## config.mk

```make
export PLATFORM = sky130hd
export DESIGN_NAME = pipelined_ripple_adder
export DESIGN_NICKNAME = d
export VERILOG_FILES = /design/src/rtl/pipelined_ripple_adder.sv
export SDC_FILE = /design/constraint.sdc
export NUM_CORES = 1
export LEC_CHECK = 0
export CAP_MARGIN = 20
export CORE_ASPECT_RATIO = 1.4
export CORE_MARGIN = 2
export CORE_UTILIZATION = 50
export CTS_CLUSTER_SIZE = 24
export DETAILED_ROUTE_END_ITERATION = 7
export HOLD_SLACK_MARGIN = 0.06
export PLACE_DENSITY = 0.73
export SLEW_MARGIN = 20
export SYNTH_ARGS = -nofsm -noshare
export SYNTH_HDL_FRONTEND = slang
export SYNTH_SLANG_ARGS = --single-unit
```

## constraint.sdc

```tcl
create_clock -name clk -period 4.9 [get_ports clk]
set_input_delay 0.49 -clock clk [delete_from_list [all_inputs] [get_ports clk]]
set_output_delay 0.49 -clock clk [all_outputs]
set_load 0.005 [all_outputs]
```

## src/rtl/pipelined_ripple_adder.sv

```systemverilog
`default_nettype none
// ============================================================================
// Module   : pipelined_ripple_adder
// Brief    : WIDTH-bit add/subtract, one CHUNK-bit ripple slice per stage,
//            valid/ready handshake with bubble-collapsing stage registers.
// Revision : 1.0 - initial release
// ============================================================================
module pipelined_ripple_adder #(
    parameter int WIDTH = 32,
    parameter int CHUNK = 8
) (
    input  logic             clk,
    input  logic             rst_n,
    input  logic             in_valid,
    output logic             in_ready,
    input  logic [WIDTH-1:0] a,
    input  logic [WIDTH-1:0] b,
    input  logic             ci,
    input  logic             sub,
    output logic             out_valid,
    input  logic             out_ready,
    output logic [WIDTH-1:0] sum,
    output logic             co,
    output logic             ovf
);

    localparam int STAGES = WIDTH / CHUNK;

    // r_acc: chunks below the stage hold finished sum bits, chunks above hold
    // operand A still waiting for its slice.
    logic             r_vld [STAGES];
    logic [WIDTH-1:0] r_acc [STAGES];
    logic [WIDTH-1:0] r_opb [STAGES];
    logic             r_cy  [STAGES];
    logic             r_ovf;

    logic             w_load    [STAGES];
    logic             w_src_vld [STAGES];
    logic [WIDTH-1:0] w_src_acc [STAGES];
    logic [WIDTH-1:0] w_src_opb [STAGES];
    logic             w_src_cy  [STAGES];
    logic [WIDTH-1:0] w_nxt_acc [STAGES];
    logic             w_nxt_cy  [STAGES];
    logic             w_nxt_ovf;

    // A stage loads when empty or when its occupant moves on this cycle.
    always_comb begin : p_flow
        logic w_take;
        w_take = out_ready;
        for (int i = STAGES - 1; i >= 0; i--) begin
            w_take    = !r_vld[i] || w_take;
            w_load[i] = w_take;
        end
    end

    always_comb begin : p_src
        w_src_vld[0] = in_valid;
        w_src_acc[0] = a;
        w_src_opb[0] = sub ? ~b : b;
        w_src_cy[0]  = sub | ci;
        for (int i = 1; i < STAGES; i++) begin
            w_src_vld[i] = r_vld[i-1];
            w_src_acc[i] = r_acc[i-1];
            w_src_opb[i] = r_opb[i-1];
            w_src_cy[i]  = r_cy[i-1];
        end
    end

    always_comb begin : p_add
        logic [CHUNK:0] w_part;
        w_part    = '0;
        w_nxt_ovf = 1'b0;
        for (int i = 0; i < STAGES; i++) begin
            w_part = {1'b0, w_src_acc[i][i*CHUNK +: CHUNK]}
                   + {1'b0, w_src_opb[i][i*CHUNK +: CHUNK]}
                   + {{CHUNK{1'b0}}, w_src_cy[i]};
            w_nxt_acc[i]                 = w_src_acc[i];
            w_nxt_acc[i][i*CHUNK +: CHUNK] = w_part[CHUNK-1:0];
            w_nxt_cy[i]                  = w_part[CHUNK];
            if (i == STAGES - 1) begin
                w_nxt_ovf = (w_src_acc[i][WIDTH-1] == w_src_opb[i][WIDTH-1])
                         && (w_part[CHUNK-1] != w_src_acc[i][WIDTH-1]);
            end
        end
    end

    always_ff @(posedge clk or negedge rst_n) begin : p_regs
        if (!rst_n) begin
            for (int i = 0; i < STAGES; i++) begin
                r_vld[i] <= 1'b0;
                r_acc[i] <= '0;
                r_opb[i] <= '0;
                r_cy[i]  <= 1'b0;
            end
            r_ovf <= 1'b0;
        end else begin
            for (int i = 0; i < STAGES; i++) begin
                if (w_load[i]) begin
                    r_vld[i] <= w_src_vld[i];
                    if (w_src_vld[i]) begin
                        r_acc[i] <= w_nxt_acc[i];
                        r_opb[i] <= w_src_opb[i];
                        r_cy[i]  <= w_nxt_cy[i];
                    end
                end
            end
            if (w_load[STAGES-1] && w_src_vld[STAGES-1]) begin
                r_ovf <= w_nxt_ovf;
            end
        end
    end

    assign in_ready  = w_load[0];
    assign out_valid = r_vld[STAGES-1];
    assign sum       = r_acc[STAGES-1];
    assign co        = r_cy[STAGES-1];
    assign ovf       = r_ovf;

endmodule
`default_nettype wire

```

* Yosys cells after proc, flatten, opt, wreduce, memory -nomap -nowiden
Index checks and enable logic that the tools add are counted.
Widths: inputs -> output; s select.
** Word-level totals
- Flip-flop bits (word level) :: 233
- Input port bits :: 70
- Logic and storage cells :: 43
** Operators by class
- Add/sub/neg operators :: 8
- Equal/unequal tests :: 2
- Mux-type cells :: 1
- Bitwise gates (word level) :: 2
- Reductions and logical operators :: 14
** Operators with widths (number)
- $add 8x8->9 :: 4
- $add 9x1->9 :: 4
- $mux 32 :: 1
- $not 32->32 :: 1
- $reduce_and 2->1 :: 4
- $logic_not 1->1 :: 4
- $logic_or 1x1->1 :: 4
- $logic_and 1x1->1 :: 2
- $eq 1x1->1 :: 1
- $ne 1x1->1 :: 1
- $or 1x1->1 :: 1

* Depth between registers and ports, before layout
- Word-level depth :: 6
- Depth in mapped cells :: 11

* Least setup slack after synthesis
Ideal clock, no wire load.
- Path type :: input to register
- From :: input sub
- To :: register r_cy[3] (netlist bit)
- Arrival :: 2.617 ns
- Slack :: 2.148 ns
- Stages on the path :: 11
- Cell sequence :: buf_2 -> buf_2 -> or2_2 -> fa_1 -> inv_1 -> fa_1 -> nor2b_1 -> o31ai_2 -> a21oi_1 -> a2111oi_0 -> nor3_1
** Between the ends
- Word-level cells in the longest chain between the ends :: 3
** RTL lines
- start: declaration :: line 19 : input logic sub,
- $mux 32 :: line 59 : w_src_opb[0] = sub ? ~b : b;
- $add 8x8->9 :: line 75 : + {1'b0, w_src_opb[i][i*CHUNK +: CHUNK]}
- $add 9x1->9 (*) :: line 76 : + {{CHUNK{1'b0}}, w_src_cy[i]};
- end signal: indexed assignment :: line 103 : r_cy[i] <= w_nxt_cy[i];
- end: declaration :: line 34 : logic r_cy [STAGES];
Mark *: on every way between the ends. The rest lies on a longest branch, timed or not.
A chain may end at the register's enable or synchronous reset.

* Final worst setup path
Same ends and word-level chain as after synthesis.

==> results.yml <==
power_and_ir_drop:
  power-per-cell-area_nw_per_um2: 542
  power.ir.vdd_worst_mv: 0.232
  total_leakage_power_uw: 0.00432
worst_setup_path:
  reg2reg_to: "r_acc[78]"
  crit_arrival_ns: 3.13
  rr_worst_depth: 7
  critical_path.reg2reg.startpoint: "r_acc[104]"
  cp_data_required_time_ns: 5.20
  crit_path_max_fanout: 33
  setup.worst_path.start: "sub"
  cp-end-kind: "register"
  critPathLaunchType: "input port"
  worst-setup-path-type: "in -> reg"
  timing.reg2reg.setup_slack_ns: 2.47
drt:
  vias_per_cell: 5.29
  wl_cell_um: 16.5
  routed-via-count: 5066
  drtAntennaViolNets: 0
  drt-total-wl_mm: 15.7
  drt_drc_violations_left: 0
  drt_first_iter_violations: 185
  first_pass_iters: 4
finish:
  drive_gt1_share_pct: 23.1
  final_common_cell: "dfrtp_1"
  layout_overhead_on_the_synthesized_area_pct: 17.6
  layout.cells.most_common_list: "185 x dfrtp_1, 126 x mux2_2, 103 x clkdlybuf4s50_1, 56 x nand2_1, 54 x o21ai_0"
  insertedDiodeCount: 0
  nets: 847
  fin_area_um2: 10000
synth:
  synth_top_area_cell: "dfrtp_1"
  postSynthRegisterBits: 185
  number_of_flops_mapped_to_enable_cells_by_yosys: 0
  synth.lib_cells_used.distinct: 37
  synth_flop_cell: "dfrtp_1"
  netlist_area_um2: 8530
  yosys.area.top_type_share_pct: 54.3
  synth_warnings: 0
  number_of_nets_produced_by_synthesis: 776
  synth_seq_area_share_pct: 54.3
  number_of_instances_in_the_synthesized_netlist: 670
  synthArstFlopShare_pct: 100
  syn_area_per_cell_um2: 12.7
  synth.top_cells.by_area: "dfrtp_1 54%, mux2_2 17%, ha_1 4.1%, buf_4 3.4%, o21ai_0 3.2%"
place:
  hpwl_after_dpl_mm: 11.3
  numPortBuffers: 105
  finalWeightedCongestion: 0.874
  placed_cell_area_um2: 9450
clock_tree:
  cts.path.max_buffers: 2
  worst_skew_pair.late_latency_ns: 0.43
  cts_hold_repair.buffers: 0
  cts_made_buffers: 17
  cts_root_buffer: "clkbuf_16"
  worst_setup_hold_path_clk_slew_ns: 0.07
  post_cts_buffers: 0
  cts_resized: 0
  h-tree-depth: 4
  cts_tree: "yes"
  clock_sinks: 185
grt:
  overflow: 0
  groute.usage.overall_pct: 18.5
  first_global_vias: 5325
  antenna_found_initial: 0
  grt_start_max_net_pins: 94
  grt_first_pass_wirelength_mm: 25.7
timing:
  final_period_minus_worst_setup_slack_ns: 2.84
  max_slew.worst_pin.slew_ns: 0.985
  finalHoldViolCount: 0
  clock-skew-final_ns: 0.00722
  max-slew-margin-rel_pct: 34.1
  tns_ns: 0
  achievable-frequency_mhz: 353
  final-setup-viol-count: 0
  hold-worst-slack_ns: 0.113
  final_slew_viol_count: 0
  final_period_utilization_pct: 57.9
  unrepaired_setup_endpoints_after_global_routing: "false"
die:
  die_width_um: 114
  top_level_ports: 106
  die-height_um: 159
  start_util_pct: 50.9
  die-area_um2: 18100
  core_area_um2: 16700
  placementRows: 56
run:
  maxCapViolCount: 0
status:
  outcome: "finished clean"
min_path:
  timing.hold.worst.class: "in -> async"
==> cells by family (layout without fill, tap and decap cells) <==
group | after synthesis | after routing | synth area share, %
xor+xnor | 49 | 49 | 5.03
buf+inv | 64 | 148 | 5.13
mux | 126 | 126 | 16.6
compound gates | 109 | 109 | 7.59
flops | 185 | 185 | 54.3
simple gates | 101 | 101 | 5.34
fa+ha+maj | 36 | 36 | 5.99
==> cell usage after synthesis (6+ instances only) <==
cell type	instances
buf_4	39
nand2b_1	11
a211oi_1	8
mux2_2	126
dfrtp_1	185
xnor2_1	30
fa_1	8
a21oi_1	19
inv_1	6
xor2_1	19
buf_2	11
nand2_1	57
ha_1	28
o31ai_1	10
nor2_1	13
o21ai_0	54
==> worst max-delay path: stages <==
cell and delay (ns):
buf_2 0.69, xor2_1 0.19, fa_1 0.47, inv_1 0.10, fa_1 0.22, nor2b_1 0.08
o31ai_2 0.21, a21oi_1 0.13, a2111oi_0 0.42, nor3_1 0.09
==> worst max-delay path by stage <==
stage,to,slack [ns]
finish,r_cy[3],2.06
global route,r_cy[3],1.83
CTS,r_cy[3],2.02
detailed placement,r_cy[3],1.57
global placement,r_cy[3],1.69
floorplan,r_cy[3],2.15
==> power breakdown <==
part / internal (uW) / total [uW] / switching, uW
registers: 2060 / 2370 / 308
clock network: 733 / 1320 / 586
logic: 1000 / 1750 / 748
==> final cells by class <==
type / instances / area [um^2]
fillers: 1313 / 6720
flip-flops and latches: 185 / 4630
multi-input cells: 421 / 3470
repair buffers: 110 / 1080
clock buffers: 20 / 457
well taps: 203 / 254
clock inverters: 12 / 115
inverters: 6 / 22.5
==> routing by layer <==
| layer | wire (um) | vias to the layer above | global-route usage, % |
|---|---|---|---|
| met1 | 6360 | 2500 | 21.5 |
| met4 | 535 | 0 | 8.59 |
| met5 | 0 | - | 0 |
| li1 | - | 2434 | - |
| met3 | 578 | 32 | 3.96 |
| met2 | 8280 | 100 | 32.6 |
==> stage by stage <==
stage | util [%] | setup slack (ns) | power, uW | cells
after global routing | 59.9 | 1.83 | 5790 | 957
after CTS | 59.9 | 2.02 | 5490 | 957
after global placement | 56.5 | 1.69 | 4050 | 925
after floorplan | - | 2.15 | 3630 | 670
after detailed placement | 56.5 | 1.57 | 4160 | 925
final | 59.9 | 2.06 | 5440 | 957
==> registers in the layout, summed over array words and instances, names as in the netlist <==
| name | cells |
|---|---|
| r_acc | 96 |
| r_opb | 48 |
| sum | 32 |
| r_cy | 3 |
| r_vld | 3 |
| co | 1 |
| out_valid | 1 |
| ovf | 1 |
(Power assumes the default switching activity.)
